--- src/rtl/sp_link_master.sv ---
// Host-side master for the accelerator shift port: serializes 64-bit words into
// the data/weight SIPOs and deserializes PISO reads. Optional macro: SP_PARITY_EN.
//
// Ports: clk, reset (sync, active high); wr_valid/wr_ready/wr_data/wr_sel write
// handshake; rd_req, rd_valid/rd_data/rd_err read result; busy;
// pins sipo_en, sipo_en2, sp_din, sp_load, sp_load2, ps_load, ps_out.
module sp_link_master #(
  parameter int W           = 64,
  parameter int CAPTURE_LAT = 1
) (
  input  logic         clk,
  input  logic         reset,
  input  logic         wr_valid,
  output logic         wr_ready,
  input  logic [W-1:0] wr_data,
  input  logic         wr_sel,
  input  logic         rd_req,
  output logic         rd_valid,
  output logic [W-1:0] rd_data,
  output logic         rd_err,
  output logic         busy,
  output logic         sipo_en,
  output logic         sipo_en2,
  output logic         sp_din,
  output logic         sp_load,
  output logic         sp_load2,
  output logic         ps_load,
  input  logic         ps_out
);

`ifdef SP_PARITY_EN
  localparam int NB = W + 1;
`else
  localparam int NB = W;
`endif
  localparam int CMAX  = (NB > CAPTURE_LAT) ? NB : CAPTURE_LAT;
  localparam int CW    = $clog2(CMAX) + 1;
  localparam int WLAST = (CAPTURE_LAT > 1) ? CAPTURE_LAT - 2 : 0;

  typedef enum logic [2:0] {
    IDLE, SHIFT, COMMIT, RD_LOAD, RD_WAIT, RD_SHIFT, RD_DONE
  } state_t;

  state_t         state;
  logic [CW-1:0]  cnt;
  logic           sel_q;
  logic [NB-2:0]  tx_sh;
  logic [NB-2:0]  rx_sh;
  logic [NB-1:0]  tx_frame;
  logic [NB-1:0]  rx_next;

  assign wr_ready = (state == IDLE);
  assign busy     = (state != IDLE);

  // Frame on the wire: word bits LSB first, then the parity bit if enabled.
`ifdef SP_PARITY_EN
  assign tx_frame = {^wr_data, wr_data};
`else
  assign tx_frame = wr_data;
`endif

  assign rx_next = {ps_out, rx_sh};

`ifdef SP_PARITY_EN
  logic err_q;
  assign rd_err = err_q;
`else
  assign rd_err = 1'b0;
`endif

  always_ff @(posedge clk) begin
    if (reset) begin
      state    <= IDLE;
      cnt      <= '0;
      sel_q    <= 1'b0;
      tx_sh    <= '0;
      rx_sh    <= '0;
      sipo_en  <= 1'b0;
      sipo_en2 <= 1'b0;
      sp_din   <= 1'b0;
      sp_load  <= 1'b0;
      sp_load2 <= 1'b0;
      ps_load  <= 1'b0;
      rd_valid <= 1'b0;
      rd_data  <= '0;
`ifdef SP_PARITY_EN
      err_q    <= 1'b0;
`endif
    end else begin
      rd_valid <= 1'b0;
      unique case (state)
        IDLE: begin
          if (wr_valid) begin
            // Bit 0 goes out with the first enable; the rest queue in tx_sh.
            sel_q    <= wr_sel;
            sp_din   <= tx_frame[0];
            tx_sh    <= tx_frame[NB-1:1];
            sipo_en  <= ~wr_sel;
            sipo_en2 <= wr_sel;
            cnt      <= '0;
            state    <= SHIFT;
          end else if (rd_req) begin
            ps_load <= 1'b1;
            cnt     <= '0;
            state   <= RD_LOAD;
          end
        end
        SHIFT: begin
          if (cnt == CW'(NB - 1)) begin
            sipo_en  <= 1'b0;
            sipo_en2 <= 1'b0;
            sp_din   <= 1'b0;
            sp_load  <= ~sel_q;
            sp_load2 <= sel_q;
            state    <= COMMIT;
          end else begin
            cnt    <= cnt + 1'b1;
            sp_din <= tx_sh[0];
            tx_sh  <= tx_sh >> 1;
          end
        end
        COMMIT: begin
          sp_load  <= 1'b0;
          sp_load2 <= 1'b0;
          state    <= IDLE;
        end
        RD_LOAD: begin
          ps_load <= 1'b0;
          cnt     <= '0;
          state   <= (CAPTURE_LAT == 1) ? RD_SHIFT : RD_WAIT;
        end
        RD_WAIT: begin
          if (cnt == CW'(WLAST)) begin
            cnt   <= '0;
            state <= RD_SHIFT;
          end else begin
            cnt <= cnt + 1'b1;
          end
        end
        RD_SHIFT: begin
          rx_sh <= rx_next[NB-1:1];
          if (cnt == CW'(NB - 1)) begin
            rd_data  <= rx_next[W-1:0];
            rd_valid <= 1'b1;
`ifdef SP_PARITY_EN
            // Even parity: data XOR parity bit must be zero.
            err_q    <= ^rx_next;
`endif
            state    <= RD_DONE;
          end else begin
            cnt <= cnt + 1'b1;
          end
        end
        RD_DONE: state <= IDLE;
        default: state <= IDLE;
      endcase
    end
  end

endmodule

--- config.mk ---
export PLATFORM = sky130hd
export DESIGN_NAME = sp_link_master
export DESIGN_NICKNAME = d
export VERILOG_FILES = /design/src/rtl/sp_link_master.sv
export SDC_FILE = /design/constraint.sdc
export NUM_CORES = 1
export LEC_CHECK = 0
export BUFFER_PORTS_ARGS = -buffer_cell sky130_fd_sc_hd__buf_2
export CORE_MARGIN = 10
export CORE_UTILIZATION = 40
export DETAILED_ROUTE_END_ITERATION = 8
export GPL_TIMING_DRIVEN = 0
export PLACE_DENSITY = 0.67
export SLEW_MARGIN = 10
export SYNTH_ARGS = -nofsm -noshare
export SYNTH_HDL_FRONTEND = slang
export SYNTH_SLANG_ARGS = --single-unit
--- constraint.sdc ---
create_clock -name clk -period 2.6 [get_ports clk]
set_clock_uncertainty 0.05 [all_clocks]
set_input_delay 0.78 -clock clk [delete_from_list [all_inputs] [get_ports clk]]
set_output_delay 0.78 -clock clk [all_outputs]
set_load 0.01 [all_outputs]
==> impl_metrics.yaml <==
power:
  netSwitchingFraction_pct: 24.0
  internal-power_w: 0.00590
  p_leak_nw: 4.02
  combPwrFrac_pct: 10.9
  seqPwrFrac_pct: 44.0
  power.total_w: 0.00777
  power_density_nw_per_um2: 759
  power_switching_w: 0.00187
  clkPwrFrac_pct: 45.1
  ir_drop_mv: 0.473
clock_tree:
  cts_sinks: 208
  clkLatencyLatePin_ns: 0.51
  cts-root-buf: "clkbuf_16"
  h-tree-depth: 1
  cts_buffer_depth: 3
  cts_hold_buf: 0
  tritoncts: "yes"
  clkTransAtPathRegs_ns: 0.06
  cts_buffers: 24
place:
  placed_cell_area_um2: 9380
  hpwl_mm: 15.1
  pre_cts_ws_ns: 0.271
  gp_congestion: 0.795
  port_buffers: 142
drt:
  drc: 0
  wl_per_cell_um: 14.9
  ant_nets: 0
  finalWirelength_mm: 21.1
  drt_pass1_iterations: 5
  drt_iter0_markers: 445
  via_per_inst: 4.92
  num_vias: 6950
yosys:
  synth_top_area_share_pct: 50.0
  yosys.area.top_type: "dfxtp_1"
  synth_seq_cells: 208
  avgSynthCellArea_um2: 8.71
  yosys_warnings: 0
  synth.distinct_cells: 52
  synth_area_leaders: "dfxtp_1 (50%), nand2_1 (12%), a21oi_1 (8.2%)"
  async_reset_ff_share_pct: 0
  synth_area_um2: 8330
  synth_nets: 1028
  synth_seq_area_share_pct: 50.0
  synth_common_cells: "nand2_1 (261), dfxtp_1 (208), a21oi_1 (136), nor2_1 (72), mux2i_1 (66)"
  netlist_instances: 956
  synth-edff-count: 0
  synth_most_common_cell: "nand2_1"
  synthFlopType: "dfxtp_1"
global_routing:
  grt_max_degree: 14
  grt_pass1_vias: 6755
  grt_antenna_before_repair: 1
  overflow: 0
  grt_pass1_wl_mm: 34.4
  grt.total_usage_pct: 15.2
floorplanning:
  die_y_um: 164
  initial_utilization_pct: 40.9
  fp.coreArea_um2: 20400
  dieArea_um2: 27000
  dieWidth_um: 164
  io_pins: 144
  rows: 52
min_path:
  min_from: "rd_data[5]"
  hold_path_class: "register to register"
sta:
  report.final.slew_viol_count: 0
  fin_ws_ns: 0.145
  setup_tns_ns: 0
  maxSlewHeadroom_pct: 51.0
  setup_viol_count_final: 0
  finalCriticalPeriod_ns: 2.45
  period_share_pct: 94.4
  rsz0062_at_grt: "false"
  tightestPinTransition_ns: 0.735
  final_hold_viol_count: 0
  fmaxAchievable_mhz: 407
setup_path:
  rr_startpoint: "cnt[0]"
  cp_max_fo: 10
  worstSetupStartpointType: "register"
  critPathKind: "register to primary output"
  arrival_ns: 1.62
  end_kind: "primary output"
  critical_path_required_ns: 1.77
  startpoint: "state[1]"
run_status:
  status: "finished, final reports clean"
cells_and_area:
  drive_above_1_share_pct: 22.9
  nNetsFinal: 1197
  fillers: 2002
  syn_to_final_growth_pct: 22.9
  design_area_um2: 10200
flow_run:
  drv_cap: 0
==> per-stage QoR <==
step	utilization, %	cells	hold WS, ns
2_1_floorplan	-	956	0.382
3_3_place_gp	46.0	1368	0.390
3_5_place_dp	46.0	1368	0.393
4_1_cts	50.2	1411	0.401
5_1_grt	50.2	1412	0.420
6_report	50.3	1413	0.398
==> routing by layer <==
layer  global-route usage (%)  up-vias  wire length [µm]
li1                         -     3590                 -
met1                     19.5     3186              9430
met2                     24.8      148              9790
met3                     4.38       24              1570
met4                     3.57        2               322
met5                        0        -                 7
==> cell families (layout without fill, tap and decap cells) <==
logic type                 count (synthesis)  after routing  synth area share [%]
AOI/OAI and AO/OA                        222            222                  17.9
adders and majority gates                  2              2                 0.300
buffers and inverters                     87            273                  5.62
DFF                                      208            208                  50.0
muxes                                     66             66                  7.93
other                                      1              2                0.0450
and+or+nand+nor                          370            370                  18.2
==> critical path, cell delays in order, from the launching register on <==
cell,delay [ns]
dfxtp_1,0.34
buf_2,0.19
or3_1,0.41
inv_2,0.07
buf_2,0.12
==> area by class of cell <==
class                           count  area [µm²]  share of cell area, %
Antenna cell                        1        2.50                 0.0244
Inverter                           10        37.5                  0.367
Sequential cell                   208        4160                   40.7
Multi-Input combinational cell    661        3700                   36.1
Clock buffer                       32         701                   6.85
Clock inverter                     11         148                   1.44
Buffer                             77         430                   4.21
Tap cell                          270         338                   3.30
Timing Repair Buffer              143         718                   7.02
==> placed cells by master, fill, tap and decap left out, drive strengths merged, types with 2 or more instances in the layout <==
cell type and count:
and4 2, dfxtp 208, ha 2, nor3 2, inv 10, nand2b 3
nor2 72, a21oi 136, and3b 4, clkbuf 65, buf 187, nand4b 2
bufinv 3, or4 3, or2 3, mux2i 66, o211ai 2, clkinv 7
o31ai 5, nand2 261, o32ai 2, nand3 9, o21ai 2, a211oi 64
==> sequential cells by signal, summed over array words and instances, names as in the netlist, 3 cells and up <==
register and flops:
rd_data 64, rx_sh 63, tx_sh 63, cnt 7, state 3
==> final timing paths <==
check,endpoint,slack [ns],cells after the start
max,wr_ready,0.15,4
min,rd_data[5],0.40,2
max reg2reg,rd_data[17],0.44,7
min reg2reg,rd_data[5],0.40,2
==> power groups by stage <==
stage          combinational [W]  sequential [W]  clock (W)
2_1_floorplan           0.000643         0.00347          0
3_3_place_gp            0.000838         0.00348          0
3_5_place_dp            0.000847         0.00349          0
4_1_cts                 0.000853         0.00342    0.00359
5_1_grt                 0.000942         0.00343    0.00373
6_report                0.000850         0.00342    0.00350
==> repair_timing <==
action / in CTS / in global routing
endpoints found under the setup margin: 1 / 1
endpoints found under the hold margin: 0 / 0
gates resized for setup: 1 / 0
buffers inserted: 0 / 1
Note: power is estimated with default switching activity, not from simulation.
